**src/rtl/mem_req_arbiter_pkg.sv**
```systemverilog
// ----------------------------------------------------------------------------
// mem_arb_pkg
//   Shared definitions for the main-memory request arbiter: FSM state
//   encoding, default parameter values and the line-offset width that
//   follows from the default line size.
// ----------------------------------------------------------------------------
package mem_arb_pkg;

    typedef enum logic [1:0] {
        ST_IDLE  = 2'd0,
        ST_GRANT = 2'd1,
        ST_ISSUE = 2'd2,
        ST_WAIT  = 2'd3
    } arb_state_t;

    localparam int DEF_NUM_REQ     = 2;
    localparam int DEF_ADDR_W      = 32;
    localparam int DEF_DATA_W      = 32;
    localparam int DEF_LINE_WORDS  = 8;
    localparam int DEF_TIMEOUT_CYC = 256;
    localparam int LINE_OFF_W      = $clog2(DEF_LINE_WORDS);

endpackage

```
**src/rtl/mem_req_arbiter_if.sv**
```systemverilog
// ----------------------------------------------------------------------------
// Bus interfaces for mem_req_arbiter.
//   mem_arb_req_if : L1 requesters <-> arbiter
//       master = requester side (drives valid/store/addr/wdata)
//       slave  = arbiter side   (drives gnt and the response channel)
//   mem_arb_mem_if : arbiter <-> main-memory front end
//       master = arbiter side   (drives valid/store/addr/wdata)
//       slave  = memory side    (drives ready, read beats and store ack)
// ----------------------------------------------------------------------------
interface mem_arb_req_if
    import mem_arb_pkg::*;
#(
    parameter int NUM_REQ = DEF_NUM_REQ,
    parameter int ADDR_W  = DEF_ADDR_W,
    parameter int DATA_W  = DEF_DATA_W
);
    logic [NUM_REQ-1:0]        valid;
    logic [NUM_REQ-1:0]        store;
    logic [NUM_REQ*ADDR_W-1:0] addr;
    logic [NUM_REQ*DATA_W-1:0] wdata;
    logic [NUM_REQ-1:0]        gnt;
    logic [NUM_REQ-1:0]        rsp_valid;
    logic [DATA_W-1:0]         rsp_data;
    logic                      rsp_last;
    logic                      rsp_err;

    modport master (
        output valid, store, addr, wdata,
        input  gnt, rsp_valid, rsp_data, rsp_last, rsp_err
    );

    modport slave (
        input  valid, store, addr, wdata,
        output gnt, rsp_valid, rsp_data, rsp_last, rsp_err
    );
endinterface

interface mem_arb_mem_if
    import mem_arb_pkg::*;
#(
    parameter int ADDR_W = DEF_ADDR_W,
    parameter int DATA_W = DEF_DATA_W
);
    logic              valid;
    logic              store;
    logic [ADDR_W-1:0] addr;
    logic [DATA_W-1:0] wdata;
    logic              ready;
    logic              rvalid;
    logic [DATA_W-1:0] rdata;
    logic              wack;

    modport master (
        output valid, store, addr, wdata,
        input  ready, rvalid, rdata, wack
    );

    modport slave (
        input  valid, store, addr, wdata,
        output ready, rvalid, rdata, wack
    );
endinterface

```
**src/rtl/mem_req_arbiter_rr.sv**
```systemverilog
// ----------------------------------------------------------------------------
// rr_arbiter
//   Combinational round-robin pick: the first asserted request at or after
//   the pointer position (wrapping) wins.
// Ports
//   i_req  : request vector
//   i_ptr  : index of the highest-priority requester this round
//   o_gnt  : one-hot winner (all zero when no request)
//   o_idx  : binary index of the winner
//   o_any  : at least one request present
// ----------------------------------------------------------------------------
module rr_arbiter #(
    parameter int NUM_REQ = 2,
    parameter int IDX_W   = 1
)(
    input  logic [NUM_REQ-1:0] i_req,
    input  logic [IDX_W-1:0]   i_ptr,
    output logic [NUM_REQ-1:0] o_gnt,
    output logic [IDX_W-1:0]   o_idx,
    output logic               o_any
);

    // Scan from the farthest offset down to the pointer so the closest
    // request overwrites earlier candidates.
    always_comb begin
        int j;
        o_gnt = '0;
        o_idx = '0;
        o_any = 1'b0;
        j     = 0;
        for (int k = NUM_REQ - 1; k >= 0; k--) begin
            j = (int'(i_ptr) + k) % NUM_REQ;
            if (i_req[IDX_W'(j)]) begin
                o_gnt              = '0;
                o_gnt[IDX_W'(j)]   = 1'b1;
                o_idx              = IDX_W'(j);
                o_any              = 1'b1;
            end
        end
    end

endmodule

```
**src/rtl/mem_req_arbiter.sv**
```systemverilog
// ----------------------------------------------------------------------------
// mem_req_arbiter
//   Shares one main-memory port between NUM_REQ L1 requesters with
//   round-robin arbitration and a single transaction in flight. Loads fetch a
//   whole line (LINE_WORDS read beats, address aligned down); stores write one
//   word and complete on the memory ack.
// Ports
//   i_clk    : clock, all state on rising edge
//   i_rst_n  : asynchronous active-low reset
//   req_bus  : requester side (request, one-cycle grant pulse, responses)
//   mem_bus  : memory side (request held until ready, read beats, store ack)
// Configuration
//   MEM_ARB_TIMEOUT_EN : when defined, a watchdog of TIMEOUT_CYC cycles
//   starting on entry to ISSUE ends a stuck transaction with an error
//   response. Otherwise the FSM waits indefinitely and rsp_err is 0.
//
// state    | meaning
// ---------+--------------------------------------------------------------
// ST_IDLE  | no transaction; move to GRANT when any request is present
// ST_GRANT | pick winner, latch its fields; gnt and mem valid rise on exit
// ST_ISSUE | mem request held until mem ready
// ST_WAIT  | forward read beats / wait for store ack, then back to IDLE
// ----------------------------------------------------------------------------
module mem_req_arbiter
    import mem_arb_pkg::*;
#(
    parameter int NUM_REQ     = DEF_NUM_REQ,
    parameter int ADDR_W      = DEF_ADDR_W,
    parameter int DATA_W      = DEF_DATA_W,
    parameter int LINE_WORDS  = DEF_LINE_WORDS,
    parameter int TIMEOUT_CYC = DEF_TIMEOUT_CYC
)(
    input  logic          i_clk,
    input  logic          i_rst_n,
    mem_arb_req_if.slave  req_bus,
    mem_arb_mem_if.master mem_bus
);

    localparam int IDX_W  = $clog2(NUM_REQ);
    localparam int BEAT_W = $clog2(LINE_WORDS);
    localparam logic [ADDR_W-1:0] LINE_MASK = ~ADDR_W'(LINE_WORDS - 1);

    if (NUM_REQ < 2) begin : g_bad_num_req
        $error("mem_req_arbiter: NUM_REQ must be at least 2");
    end
    if ((LINE_WORDS < 2) || ((LINE_WORDS & (LINE_WORDS - 1)) != 0)) begin : g_bad_line
        $error("mem_req_arbiter: LINE_WORDS must be a power of 2, at least 2");
    end
    if (TIMEOUT_CYC < 2) begin : g_bad_tmo
        $error("mem_req_arbiter: TIMEOUT_CYC must be at least 2");
    end

    arb_state_t          r_state;
    logic [IDX_W-1:0]    r_ptr;
    logic [NUM_REQ-1:0]  r_sel;
    logic [NUM_REQ-1:0]  r_gnt;
    logic [NUM_REQ-1:0]  r_rsp_valid;
    logic [DATA_W-1:0]   r_rsp_data;
    logic                r_rsp_last;
    logic                r_store;
    logic [ADDR_W-1:0]   r_addr;
    logic [DATA_W-1:0]   r_wdata;
    logic                r_mem_valid;
    logic [BEAT_W-1:0]   r_beat;

    logic [NUM_REQ-1:0]  w_gnt;
    logic [IDX_W-1:0]    w_idx;
    logic                w_any;
    logic [ADDR_W-1:0]   w_sel_addr;
    logic [DATA_W-1:0]   w_sel_wdata;
    logic                w_sel_store;
    logic [IDX_W-1:0]    w_ptr_nxt;
    logic                w_last_beat;

    rr_arbiter #(
        .NUM_REQ (NUM_REQ),
        .IDX_W   (IDX_W)
    ) u_rr (
        .i_req (req_bus.valid),
        .i_ptr (r_ptr),
        .o_gnt (w_gnt),
        .o_idx (w_idx),
        .o_any (w_any)
    );

    assign w_sel_addr  = req_bus.addr[int'(w_idx)*ADDR_W +: ADDR_W];
    assign w_sel_wdata = req_bus.wdata[int'(w_idx)*DATA_W +: DATA_W];
    assign w_sel_store = req_bus.store[w_idx];
    // Winner drops to lowest priority for the next round.
    assign w_ptr_nxt   = (w_idx == IDX_W'(NUM_REQ - 1)) ? '0 : w_idx + 1'b1;
    assign w_last_beat = (r_beat == BEAT_W'(LINE_WORDS - 1));

`ifdef MEM_ARB_TIMEOUT_EN
    localparam int TMO_W = $clog2(TIMEOUT_CYC);
    logic [TMO_W-1:0] r_tmo;
    logic             r_rsp_err;
    logic             w_done;

    // A normal completion in the terminal cycle wins over the watchdog.
    assign w_done = (r_state == ST_WAIT) &&
                    (r_store ? mem_bus.wack : (mem_bus.rvalid && w_last_beat));
`endif

    always_ff @(posedge i_clk or negedge i_rst_n) begin
        if (!i_rst_n) begin
            r_state     <= ST_IDLE;
            r_ptr       <= '0;
            r_sel       <= '0;
            r_gnt       <= '0;
            r_rsp_valid <= '0;
            r_rsp_data  <= '0;
            r_rsp_last  <= 1'b0;
            r_store     <= 1'b0;
            r_addr      <= '0;
            r_wdata     <= '0;
            r_mem_valid <= 1'b0;
            r_beat      <= '0;
`ifdef MEM_ARB_TIMEOUT_EN
            r_tmo       <= '0;
            r_rsp_err   <= 1'b0;
`endif
        end else begin
            r_gnt       <= '0;
            r_rsp_valid <= '0;
            r_rsp_data  <= '0;
            r_rsp_last  <= 1'b0;
`ifdef MEM_ARB_TIMEOUT_EN
            r_rsp_err   <= 1'b0;
`endif
            case (r_state)
                ST_IDLE: begin
                    if (|req_bus.valid) r_state <= ST_GRANT;
                end
                ST_GRANT: begin
                    // A request withdrawn before the grant leaves nothing to pick.
                    if (w_any) begin
                        r_sel       <= w_gnt;
                        r_gnt       <= w_gnt;
                        r_ptr       <= w_ptr_nxt;
                        r_store     <= w_sel_store;
                        r_addr      <= w_sel_store ? w_sel_addr : (w_sel_addr & LINE_MASK);
                        r_wdata     <= w_sel_wdata;
                        r_mem_valid <= 1'b1;
                        r_beat      <= '0;
`ifdef MEM_ARB_TIMEOUT_EN
                        r_tmo       <= TMO_W'(TIMEOUT_CYC - 1);
`endif
                        r_state     <= ST_ISSUE;
                    end else begin
                        r_state     <= ST_IDLE;
                    end
                end
                ST_ISSUE: begin
                    if (mem_bus.ready) begin
                        r_mem_valid <= 1'b0;
                        r_state     <= ST_WAIT;
                    end
                end
                ST_WAIT: begin
                    if (!r_store && mem_bus.rvalid) begin
                        r_rsp_valid <= r_sel;
                        r_rsp_data  <= mem_bus.rdata;
                        r_rsp_last  <= w_last_beat;
                        r_beat      <= r_beat + 1'b1;
                        if (w_last_beat) r_state <= ST_IDLE;
                    end else if (r_store && mem_bus.wack) begin
                        r_rsp_valid <= r_sel;
                        r_rsp_last  <= 1'b1;
                        r_state     <= ST_IDLE;
                    end
                end
                default: r_state <= ST_IDLE;
            endcase
`ifdef MEM_ARB_TIMEOUT_EN
            if (((r_state == ST_ISSUE) || (r_state == ST_WAIT)) && !w_done) begin
                if (r_tmo == '0) begin
                    r_rsp_valid <= r_sel;
                    r_rsp_data  <= '0;
                    r_rsp_last  <= 1'b1;
                    r_rsp_err   <= 1'b1;
                    r_mem_valid <= 1'b0;
                    r_beat      <= '0;
                    r_state     <= ST_IDLE;
                end else begin
                    r_tmo <= r_tmo - 1'b1;
                end
            end
`endif
        end
    end

    assign req_bus.gnt       = r_gnt;
    assign req_bus.rsp_valid = r_rsp_valid;
    assign req_bus.rsp_data  = r_rsp_data;
    assign req_bus.rsp_last  = r_rsp_last;
`ifdef MEM_ARB_TIMEOUT_EN
    assign req_bus.rsp_err   = r_rsp_err;
`else
    assign req_bus.rsp_err   = 1'b0;
`endif

    assign mem_bus.valid = r_mem_valid;
    assign mem_bus.store = r_store;
    assign mem_bus.addr  = r_addr;
    assign mem_bus.wdata = r_wdata;

endmodule

```
**src/flat_wrapper.sv**
```systemverilog
// flat-port wrapper written by rule: the top's interface ports become plain ports
module mem_req_arbiter_flat import mem_arb_pkg::*;
#(
    parameter int NUM_REQ     = DEF_NUM_REQ,
    parameter int ADDR_W      = DEF_ADDR_W,
    parameter int DATA_W      = DEF_DATA_W,
    parameter int LINE_WORDS  = DEF_LINE_WORDS,
    parameter int TIMEOUT_CYC = DEF_TIMEOUT_CYC
)
  (i_clk, i_rst_n, req_bus_valid, req_bus_store, req_bus_addr, req_bus_wdata, req_bus_gnt, req_bus_rsp_valid, req_bus_rsp_data, req_bus_rsp_last, req_bus_rsp_err, mem_bus_valid, mem_bus_store, mem_bus_addr, mem_bus_wdata, mem_bus_ready, mem_bus_rvalid, mem_bus_rdata, mem_bus_wack);
  mem_arb_req_if #(.NUM_REQ(NUM_REQ), .ADDR_W(ADDR_W), .DATA_W(DATA_W)) req_bus_i ();
  mem_arb_mem_if #(.ADDR_W(ADDR_W), .DATA_W(DATA_W)) mem_bus_i ();
  input  logic i_clk;
  input  logic i_rst_n;
  input wire logic [$bits(req_bus_i.valid)-1:0] req_bus_valid;
  input wire logic [$bits(req_bus_i.store)-1:0] req_bus_store;
  input wire logic [$bits(req_bus_i.addr)-1:0] req_bus_addr;
  input wire logic [$bits(req_bus_i.wdata)-1:0] req_bus_wdata;
  output wire logic [$bits(req_bus_i.gnt)-1:0] req_bus_gnt;
  output wire logic [$bits(req_bus_i.rsp_valid)-1:0] req_bus_rsp_valid;
  output wire logic [$bits(req_bus_i.rsp_data)-1:0] req_bus_rsp_data;
  output wire logic [$bits(req_bus_i.rsp_last)-1:0] req_bus_rsp_last;
  output wire logic [$bits(req_bus_i.rsp_err)-1:0] req_bus_rsp_err;
  output wire logic [$bits(mem_bus_i.valid)-1:0] mem_bus_valid;
  output wire logic [$bits(mem_bus_i.store)-1:0] mem_bus_store;
  output wire logic [$bits(mem_bus_i.addr)-1:0] mem_bus_addr;
  output wire logic [$bits(mem_bus_i.wdata)-1:0] mem_bus_wdata;
  input wire logic [$bits(mem_bus_i.ready)-1:0] mem_bus_ready;
  input wire logic [$bits(mem_bus_i.rvalid)-1:0] mem_bus_rvalid;
  input wire logic [$bits(mem_bus_i.rdata)-1:0] mem_bus_rdata;
  input wire logic [$bits(mem_bus_i.wack)-1:0] mem_bus_wack;
  assign req_bus_i.valid = req_bus_valid;
  assign req_bus_i.store = req_bus_store;
  assign req_bus_i.addr = req_bus_addr;
  assign req_bus_i.wdata = req_bus_wdata;
  assign req_bus_gnt = req_bus_i.gnt;
  assign req_bus_rsp_valid = req_bus_i.rsp_valid;
  assign req_bus_rsp_data = req_bus_i.rsp_data;
  assign req_bus_rsp_last = req_bus_i.rsp_last;
  assign req_bus_rsp_err = req_bus_i.rsp_err;
  assign mem_bus_valid = mem_bus_i.valid;
  assign mem_bus_store = mem_bus_i.store;
  assign mem_bus_addr = mem_bus_i.addr;
  assign mem_bus_wdata = mem_bus_i.wdata;
  assign mem_bus_i.ready = mem_bus_ready;
  assign mem_bus_i.rvalid = mem_bus_rvalid;
  assign mem_bus_i.rdata = mem_bus_rdata;
  assign mem_bus_i.wack = mem_bus_wack;
  mem_req_arbiter #(.NUM_REQ(NUM_REQ), .ADDR_W(ADDR_W), .DATA_W(DATA_W), .LINE_WORDS(LINE_WORDS), .TIMEOUT_CYC(TIMEOUT_CYC)) u_core (.i_clk(i_clk), .i_rst_n(i_rst_n), .req_bus(req_bus_i), .mem_bus(mem_bus_i));
endmodule
```
**config.mk**
```make
export PLATFORM = sky130hd
export DESIGN_NAME = mem_req_arbiter_flat
export DESIGN_NICKNAME = d
export VERILOG_FILES = /design/src/rtl/mem_req_arbiter_pkg.sv /design/src/rtl/mem_req_arbiter_if.sv /design/src/rtl/mem_req_arbiter_rr.sv /design/src/rtl/mem_req_arbiter.sv /design/src/flat_wrapper.sv
export SDC_FILE = /design/constraint.sdc
export NUM_CORES = 1
export LEC_CHECK = 0
export ABC_AREA = 1
export CAP_MARGIN = 20
export CORE_UTILIZATION = 34
export DETAILED_ROUTE_END_ITERATION = 16
export GPL_ROUTABILITY_DRIVEN = 0
export PLACE_DENSITY = 0.77
export SKIP_CTS_REPAIR_TIMING = 1
export SYNTH_ARGS = -nofsm -noshare
export SYNTH_HDL_FRONTEND = slang
export SYNTH_SLANG_ARGS = --single-unit
```
**constraint.sdc**
```tcl
create_clock -name i_clk -period 1.2 [get_ports i_clk]
set_input_delay 0.24 -clock i_clk [delete_from_list [all_inputs] [get_ports i_clk]]
set_output_delay 0.24 -clock i_clk [all_outputs]
set_load 0.01 [all_outputs]
```
==> impl_metrics.toml <==
[critical_path]
arrival_ps = 1640
cp-startpoint = "u_core.r_state[0]"
crit_end = "u_core.mem_bus.wdata[22]"
reg2reg_to = "u_core.mem_bus.wdata[22]"
cp_max_fo = 7
worst_ep_required_time_ps = 1480
r2r_cells = 7
worst_setup_path_end_kind = "register"
worstSetupPathType = "register to register"
rrSetupSlack_ps = -160
rr_startpoint = "u_core.r_state[0]"
crit_path_start_kind = "register"

[cells_and_area]
n_antenna_cell = 0
final_nets = 997
syn_to_final_growth_pct = 93.5
final_layout_size_suffix_gt1_share_pct = 16.6
postLayoutCellArea_um2 = 8760

[global_routing]
antenna_found_initial = 0
grt_pass1_wl_um = 23400
gr-total-overflow = 0
grt_use_total_pct = 21.5
grt_pass1_vias = 4750
grt_max_degree = 51

[floorplan]
die_area_um2 = 13800
start_util_pct = 35.3
dieHeight_um = 117
coreArea_um2 = 12800
rows = 41
die_w_um = 117
io_pins = 273

[logic_synthesis]
ys_seq_area_share_pct = 60.2
synth_edf_count = 0
yosys.area.top_type = "dfrtp_1"
synth_area_per_cell_um2 = 8.64
ys_seq_elements = 109
synth-main-ff-cell = "dfrtp_1"
synth_area_um2 = 4530
async_reset_ff_share_pct = 100
netlist_top_cells_count = "dfrtp_1, nand2_1, nor2_1, o21ai_0, o21ai_1"
synth.top_cells.by_area = "dfrtp_1, nand2_1, nor2_1, o21ai_0, o21ai_1"
post-synth-top-count-cell = "dfrtp_1"
yosysWarnings = 0
synthCells = 524
synth_top_area_share_pct = 60.2
synth_cell_types = 21

[clock_network]
numCtsBuffers = 9
clk_pin_slew_ps = 70
cts_sinks = 109
cts-root-buf = "clkbuf_16"
clk_latency_ps = 350
clk_path_buf_depth = 2
cts_tree = "done"
htreeDepth = 3

[run_status]
violations = "negative setup slack"
status = "complete, but fails checks"

[min_path]
min_path_type = "input port to asynchronous set/reset pin"

[timing]
finalCriticalPeriod_ps = 1360
timing.final.hold_violations = 0
hold_slack_ps = 331
setup_ws_ps = -160
period_share_pct = 113
tns_ps = -6790
finalSetupViolCount = 72
max_freq_ghz = 0.735
skew_ps = 7.06
slew_violations = 0
rsz0062_at_grt = "yes"

[pwr]
p_clk_share_pct = 17.9
seqPwrFrac_pct = 33.9
power.internal_w = 0.0108
p_leak_nw = 5.23
switching_share_pct = 35.6
switchingPower_w = 0.00598
combPwrFrac_pct = 48.2
power_per_cell_area_nw_per_um2 = 1920
max-vdd-ir-drop_v = 0.000859

[drt]
vias_per_cell = 4.82
dr.pass1.iters = 4
wire_per_inst_um = 16.7
totalWireLength_um = 16700
postRouteAntennaNets = 0
initialDrtViolationCount = 228
dr_total_vias = 4832
drc_errors = 0

[place]
portBuffers = 270
hpwlAfterDp_um = 10800
post_dp_cell_area_um2 = 7610

[job]
max_cap_violations = 0
per-stage QoR:
stage / util (%) / worst slack, ps / total power (W) / instances
after floorplan: - / 4.88 / 0.00847 / 526
after global routing: 68.3 / -238 / 0.0178 / 1003
final: 68.3 / -160 / 0.0168 / 1003
after CTS: 61.7 / -360 / 0.0158 / 978
after global placement: 59.3 / -487 / 0.0125 / 962
after detailed placement: 59.3 / -531 / 0.0128 / 962
worst max-delay path: stages, from the launching register on:
cell and delay (ps):
dfrtp_1 380, nand2_2 70, nor2_4 200, buf_12 180
buf_8 110, buf_8 130, o21ai_1 90, o21ai_1 120
layout make-up:
class | count | area, um2
Timing Repair Buffer | 320 | 3610
Tap cell | 172 | 215
Fill cell | 949 | 4060
Clock buffer | 11 | 243
Multi-Input combinational cell | 342 | 1730
Clock inverter | 5 | 57.6
Inverter | 43 | 174
Timing Repair inverter | 1 | 6.26
Sequential cell | 109 | 2730
cells in the final DEF, fill, tap and decap left out, types with 4 or more instances in the layout:
cell / count
o21ai_1: 69
buf_4: 18
nand2_2: 14
dfrtp_1: 109
nor2_1: 94
nand2_1: 82
nor2_2: 4
nand3_1: 4
buf_12: 11
dlymetal6s2s_1: 93
buf_6: 9
inv_4: 4
o21ai_2: 21
clkbuf_16: 17
clkbuf_2: 10
clkdlybuf4s50_1: 166
nand2_4: 7
inv_1: 36
o21ai_0: 33
cells by family (layout without fill, tap and decap cells):
kind of cell | Yosys count | after routing | share of synthesized area, %
adders and majority gates | 2 | 2 | 0.552
and+or+nand+nor | 209 | 209 | 17.7
DFF | 109 | 109 | 60.2
buffers and inverters | 75 | 380 | 6.93
AOI/OAI and AO/OA | 128 | 128 | 14.5
other | 1 | 3 | 0.0828
power groups by stage:
stage / Clock, W / Combinational, W / Sequential [W]
finish: 0.00301 / 0.00812 / 0.00570
floorplan: 0 / 0.00226 / 0.00621
global route: 0.00322 / 0.00878 / 0.00584
CTS: 0.00308 / 0.00709 / 0.00565
detailed placement: 0 / 0.00707 / 0.00569
global placement: 0 / 0.00689 / 0.00564
layer usage:
metal	vias to the layer above	share of wire, %	GRT usage, %
li1	2263	-	-
met5	-	0	0
met3	39	6.5	5.11
met1	2301	38	24.3
met4	0	3.1	11.6
met2	229	53	37.5
flip-flops by register name, summed over array words and instances (netlist names):
name	count
u_core.r_ptr	1
u_core.r_sel	1
u_core.r_state	2
u_core.mem_bus.valid	1
u_core.r_beat	3
u_core.mem_bus.wdata	32
u_core.req_bus.rsp_valid	2
u_core.req_bus.rsp_last	1
u_core.mem_bus.store	1
u_core.req_bus.gnt	1
u_core.req_bus.rsp_data	32
u_core.mem_bus.addr	32
worst min-delay path by stage:
stage               startpoint                           to  slack (ps)  cells after the start
finish                 i_rst_n  u_core.req_bus.rsp_data[14]         330                      2
global route           i_rst_n  u_core.req_bus.rsp_data[14]         340                      2
CTS                    i_rst_n  u_core.req_bus.rsp_data[14]        -250                      1
detailed placement     i_rst_n  u_core.req_bus.rsp_data[14]         130                      1
global placement       i_rst_n  u_core.req_bus.rsp_data[15]         130                      1
floorplan              i_rst_n       u_core.mem_bus.addr[0]         -60                      0
Note: power is estimated with default switching activity, not from simulation.
